==> src/rtl/coders_pkg.sv <==
// Shared types and width helper for the BCD encoder/decoder pair.
package coders_pkg;

  typedef enum logic [1:0] {IDLE, SHIFT, DONE} bcd_enc_state_t;

  // Binary width that holds any N-digit decimal value (same rule as bcd_decoder o_bin).
  function automatic int bcd_width(input int n);
    return 3*n + (n+2)/3;
  endfunction

endpackage

==> src/rtl/bcd_dabble_digit.sv <==
// One double-dabble correction cell: add 3 to a BCD digit that is 5 or more.
module bcd_dabble_digit (
  input  logic [3:0] i_digit,
  output logic [3:0] o_digit
);

  assign o_digit = (i_digit >= 4'd5) ? i_digit + 4'd3 : i_digit;

endmodule

==> src/rtl/bcd_encoder_seq.sv <==
// Sequential binary-to-BCD encoder (double dabble, one input bit per clock).
// Optional o_overflow port: define LIBSV_CODERS_BCD_ENCODER_SEQ_OVERFLOW_EN.
module bcd_encoder_seq
  import coders_pkg::*;
#(
  parameter  int N = 3,
  localparam int W = bcd_width(N)
) (
  input  logic             i_clock,
  input  logic             i_aresetn,
  input  logic [W-1:0]     i_bin,
  input  logic             i_valid,
  output logic             o_ready,
  output logic [4*N-1:0]   o_bcd,
  output logic             o_valid,
  input  logic             i_ready
`ifdef LIBSV_CODERS_BCD_ENCODER_SEQ_OVERFLOW_EN
  ,
  output logic             o_overflow
`endif
);

  localparam int CW = $clog2(W);

  bcd_enc_state_t            r_state, w_state_nxt;
  logic [CW-1:0]             r_cnt;
  logic [W-1:0]              r_bin;
  logic [N-1:0][3:0]         r_bcd;
  logic [N-1:0][3:0]         w_cor;
  logic [4*N-1:0]            w_bcd_shift;
  logic                      w_carry;
  logic                      w_accept;
  logic                      w_out_hs;
  logic                      w_last;

  // All digits are corrected in parallel; no carry between cells.
  for (genvar k = 0; k < N; k++) begin : g_dig
    bcd_dabble_digit u_dig (
      .i_digit (r_bcd[k]),
      .o_digit (w_cor[k])
    );
  end

  assign {w_carry, w_bcd_shift} = {w_cor, r_bin[W-1]};

  assign o_ready  = (r_state == IDLE) | ((r_state == DONE) & i_ready);
  assign o_valid  = (r_state == DONE);
  assign o_bcd    = r_bcd;
  assign w_accept = i_valid & o_ready;
  assign w_out_hs = o_valid & i_ready;
  assign w_last   = (r_cnt == CW'(W-1));

  always_ff @(posedge i_clock or negedge i_aresetn) begin
    if (!i_aresetn) r_state <= IDLE;
    else            r_state <= w_state_nxt;
  end

  always_comb begin
    w_state_nxt = r_state;
    case (r_state)
      IDLE:    if (w_accept) w_state_nxt = SHIFT;
      SHIFT:   if (w_last)   w_state_nxt = DONE;
      DONE: begin
        // A new accept in DONE implies i_ready, so the result is consumed too.
        if (w_accept)      w_state_nxt = SHIFT;
        else if (w_out_hs) w_state_nxt = IDLE;
      end
      default: w_state_nxt = IDLE;
    endcase
  end

  always_ff @(posedge i_clock or negedge i_aresetn) begin
    if (!i_aresetn) begin
      r_cnt <= '0;
      r_bin <= '0;
      r_bcd <= '0;
    end else if (w_accept) begin
      r_cnt <= '0;
      r_bin <= i_bin;
      r_bcd <= '0;
    end else if (r_state == SHIFT) begin
      r_cnt <= r_cnt + 1'b1;
      r_bin <= {r_bin[W-2:0], 1'b0};
      r_bcd <= w_bcd_shift;
    end
  end

`ifdef LIBSV_CODERS_BCD_ENCODER_SEQ_OVERFLOW_EN
  logic r_overflow;

  // Any bit shifted out of the top digit means the input exceeded 10^N-1.
  always_ff @(posedge i_clock or negedge i_aresetn) begin
    if (!i_aresetn)              r_overflow <= 1'b0;
    else if (w_accept)           r_overflow <= 1'b0;
    else if (r_state == SHIFT)   r_overflow <= r_overflow | w_carry;
  end

  assign o_overflow = r_overflow & o_valid;
`else
  logic w_unused_carry;
  assign w_unused_carry = w_carry;
`endif

endmodule

==> config.mk <==
export PLATFORM = sky130hd
export DESIGN_NAME = bcd_encoder_seq
export DESIGN_NICKNAME = d
export VERILOG_FILES = /design/src/rtl/coders_pkg.sv /design/src/rtl/bcd_dabble_digit.sv /design/src/rtl/bcd_encoder_seq.sv
export SDC_FILE = /design/constraint.sdc
export NUM_CORES = 1
export LEC_CHECK = 0
export ABC_CLOCK_PERIOD_IN_PS = 1800
export BUFFER_PORTS_ARGS = -buffer_cell sky130_fd_sc_hd__clkbuf_2
export CAP_MARGIN = 20
export CORE_MARGIN = 1
export CORE_UTILIZATION = 54
export DETAILED_ROUTE_END_ITERATION = 10
export PLACE_DENSITY = 0.79
export SETUP_SLACK_MARGIN = 0.2
export SYNTH_ARGS = -nofsm -noshare
export SYNTH_HDL_FRONTEND = slang
export SYNTH_SLANG_ARGS = --single-unit
==> constraint.sdc <==
create_clock -name i_clock -period 1.8 [get_ports i_clock]
set_clock_uncertainty 0.2 [all_clocks]
set_input_delay 0.18 -clock i_clock [delete_from_list [all_inputs] [get_ports i_clock]]
set_output_delay 0.18 -clock i_clock [all_outputs]
set_load 0.05 [all_outputs]
==> flow_metrics.py <==
metrics = {
    "pwr": {
        "p_leak_nw": 0.9282,
        "ir_drop_mv": 1.398,
        "p_sw_mw": 1.770,
        "switching_share_pct": 46.48,
        "seqPwrFrac_pct": 32.1,
        "power_per_cell_area_nw_per_um2": 1952,
        "internal-power_mw": 2.038,
        "clock_power_share_pct": 10.9,
        "p_comb_share_pct": 57.0,
    },
    "routing": {
        "drt_wl_total_um": 3197,
        "avgRoutedWirePerCell_um": 14.53,
        "dr.pass1.iters": 4,
        "routed_via_density": 5.568,
        "ant_nets": 0,
        "drc": 0,
        "dr_total_vias": 1225,
        "drt_first_iter_violations": 18,
    },
    "synth": {
        "synth_warnings": 0,
        "synth-edff-count": 0,
        "ys_seq_area_share_pct": 48.87,
        "synthCells": 145,
        "synth_top_family_by_area": "simple AND/OR/NAND/NOR gates",
        "synth_top_area_share_pct": 48.87,
        "syn_nets": 167,
        "avgSynthCellArea_um2": 9.889,
        "ys_seq_elements": 28,
        "synthXorXnorAreaFrac_pct": 4.276,
        "synthSimpleGateAreaFrac_pct": 17.28,
        "synthAdderAreaFrac_pct": 6.981,
        "ys_types": 28,
        "syn_area_um2": 1434,
        "synth_compound_area_share_pct": 14.49,
        "synth_top_area_cell": "dfrtp_1",
        "synth_flop_cell": "dfrtp_1",
        "synthTopCellsByArea": "dfrtp_1 (49%), nand2_1 (8.1%), ha_1 (7.0%)",
        "ys_async_sr_fraction_pct": 100.0,
        "muxShareOfSynthArea_pct": 2.792,
    },
    "sta": {
        "maxSlewViolCount": 0,
        "finalSetupTns_ps": 0,
        "hold_violations": 0,
        "relSlewSlack_pct": 54.35,
        "fmax_mhz": 626.8,
        "grt_setup_unrepaired": "true",
        "layout_setup_ws_ps": 204.5,
        "setup_viol": 0,
        "worst_pin_slew_ps": 684.7,
        "post-route-period-util_pct": 88.64,
        "post-route-min-period_ps": 1595,
    },
    "setup_path": {
        "r2r_end": "o_bcd[2]$_DFFE_PN0P_",
        "max_stage_delay_ps": 430,
        "path_cells": "nor2b_4 > nor2_1 > clkbuf_8",
        "critPathTopFamily": "flip-flops",
        "cp.depth": 3,
        "endpoint_kind": "output pin",
        "critPathLaunchType": "flip-flop",
        "reg2reg_slack_ps": 220,
        "crit_buf_inv": 1,
        "rr_startpoint": "o_bcd[0]$_DFFE_PN0P_",
        "slowest_stage": "dfrtp_1",
        "cp_data_arrival_time_ps": 1220,
        "required_ps": 1420,
        "critPathMaxFanout": 4,
        "path_class": "flip-flop to output pin",
        "r2r_cells": 6,
    },
    "global_route": {
        "use_met1_pct": 29.35,
        "grt_use_met2_pct": 45.00,
        "grt_start_max_net_pins": 29,
        "grt_overflow": 0,
        "grtUsageMet3_pct": 1.695,
        "grt_use_total_pct": 24.19,
        "grt_pass1_wl_um": 4981,
        "grt_pass1_vias": 1133,
        "antenna_found_initial": 0,
        "top_usage_layer": "met2",
    },
    "cells_and_area": {
        "final_common_cell": "nand2_1",
        "nFillCells": 155,
        "final_layout_size_suffix_gt1_share_pct": 37.37,
        "antenna_cells": 0,
        "fin_nets": 213,
        "final_cell_mix": "nand2_1 (31), clkbuf_2 (25), dfrtp_1 (21)",
        "areaGrowthSynthToFinish_pct": 36.04,
    },
    "clocking": {
        "h-tree-depth": 1,
        "cts_sinks": 28,
        "clockBufferDepth": 2,
        "clk_latency_ps": 330,
        "clockRootBuffer": "clkbuf_4",
        "numCtsBuffers": 3,
        "clk_pin_slew_worst_paths_ps": 150,
        "cts_tree": "done",
    },
    "die": {
        "fp.dieH_um": 53.53,
        "dieArea_um2": 2865,
        "rows": 18,
        "start_util_pct": 57.36,
        "core_area_um2": 2500,
        "io_pins": 28,
        "die_x_um": 53.53,
    },
    "placed_design": {
        "place_worst_setup_slack_ps": 56.20,
        "port_buffers": 27,
        "place_congestion": 0.7185,
        "dp.final_hpwl_um": 1986,
    },
    "worst_hold_path": {
        "hold_path.class": "primary input to flip-flop",
        "min_from": "i_valid",
        "hold_depth": 5,
        "hold_end": "r_bin[5]$_DFFE_PN0P_",
    },
    "job": {
        "drv_cap": 0,
    },
    "status": {
        "status": "complete, no violations",
    },
}
==> kinds of logic (layout without fill, tap and decap cells) <==
| logic type | Yosys count | after routing |
|---|---|---|
| flops | 28 | 28 |
| compound gates | 32 | 32 |
| mux | 4 | 4 |
| simple gates | 51 | 51 |
| buf+inv | 15 | 60 |
| xor+xnor | 7 | 7 |
| fa+ha+maj | 8 | 8 |
==> through the flow <==
stage	hold WS, ps	total power [mW]	instance area, um2	util (%)	instances
2_1_floorplan	-315.6	2.769	1513	-	145
4_1_cts	137.9	3.647	1881	75.23	218
3_5_place_dp	55.61	3.162	1673	66.92	200
6_report	190.8	3.808	1951	78.03	220
3_3_place_gp	55.53	3.073	1673	66.92	200
5_1_grt	257.3	4.087	1951	78.03	220
==> worst min-delay path: stages <==
cell and delay [ps]:
clkbuf_2 80, inv_1 130, nor3_4 90, a22oi_1 150
nand2_1 60
==> cell usage after synthesis, types with 4 or more instances <==
cell type,instances
nand2_1,31
inv_1,9
buf_2,4
ha_1,8
nand2b_1,5
o21ai_0,9
a22oi_1,8
xor2_1,4
mux2i_1,4
dfrtp_1,28
==> final cells by class <==
cell class	instances	area [um2]	share of cell area, %
multi-input cells	102	758.2	38.87
flip-flops and latches	28	709.4	36.37
repair buffers	47	359.1	18.41
well taps	30	37.54	1.924
inverters	9	33.78	1.732
clock inverters	1	30.03	1.539
clock buffers	3	22.52	1.155
==> worst max path at each step <==
stage                                       from  slack, ps               endpoint
final                     r_state[1]$_DFFE_PN0P_        200                o_ready
after floorplan             o_bcd[5]$_DFFE_PN0P_        160   o_bcd[6]$_DFFE_PN0P_
after global routing        o_bcd[5]$_DFFE_PN0P_        150   o_bcd[6]$_DFFE_PN0P_
after CTS                 r_state[1]$_DFFE_PN0P_        180   o_bcd[2]$_DFFE_PN0P_
after detailed placement  r_state[1]$_DFFE_PN0P_         60  o_bcd[11]$_DFFE_PN0P_
after global placement    r_state[1]$_DFFE_PN0P_        140   o_bcd[6]$_DFFE_PN0P_
==> power groups by stage <==
stage | clock [mW] | sequential, mW | combinational [mW]
6_report | 0.415 | 1.22 | 2.17
5_1_grt | 0.451 | 1.26 | 2.37
4_1_cts | 0.425 | 1.20 | 2.02
3_5_place_dp | 0 | 1.22 | 1.94
3_3_place_gp | 0 | 1.20 | 1.87
2_1_floorplan | 0 | 1.57 | 1.20
==> what timing repair did <==
item                                   4_1_cts  5_1_grt
gates cloned                                 0        1
hold buffers                                12        0
setup endpoints to repair                   22       15
setup buffers                                2        1
endpoints found under the hold margin       39        0
resized for setup                            6        8
==> state kept, by name, indices dropped and copies added (netlist names) <==
signal	cells
o_bcd	12
r_state	2
r_bin	10
r_cnt	4
==> metal layers <==
metal,vias up,share of wire [%]
li1,589,-
met1,592,41
met2,38,54
met3,6,3.0
met4,0,1.7
met5,-,0
(Power assumes the default switching activity.)
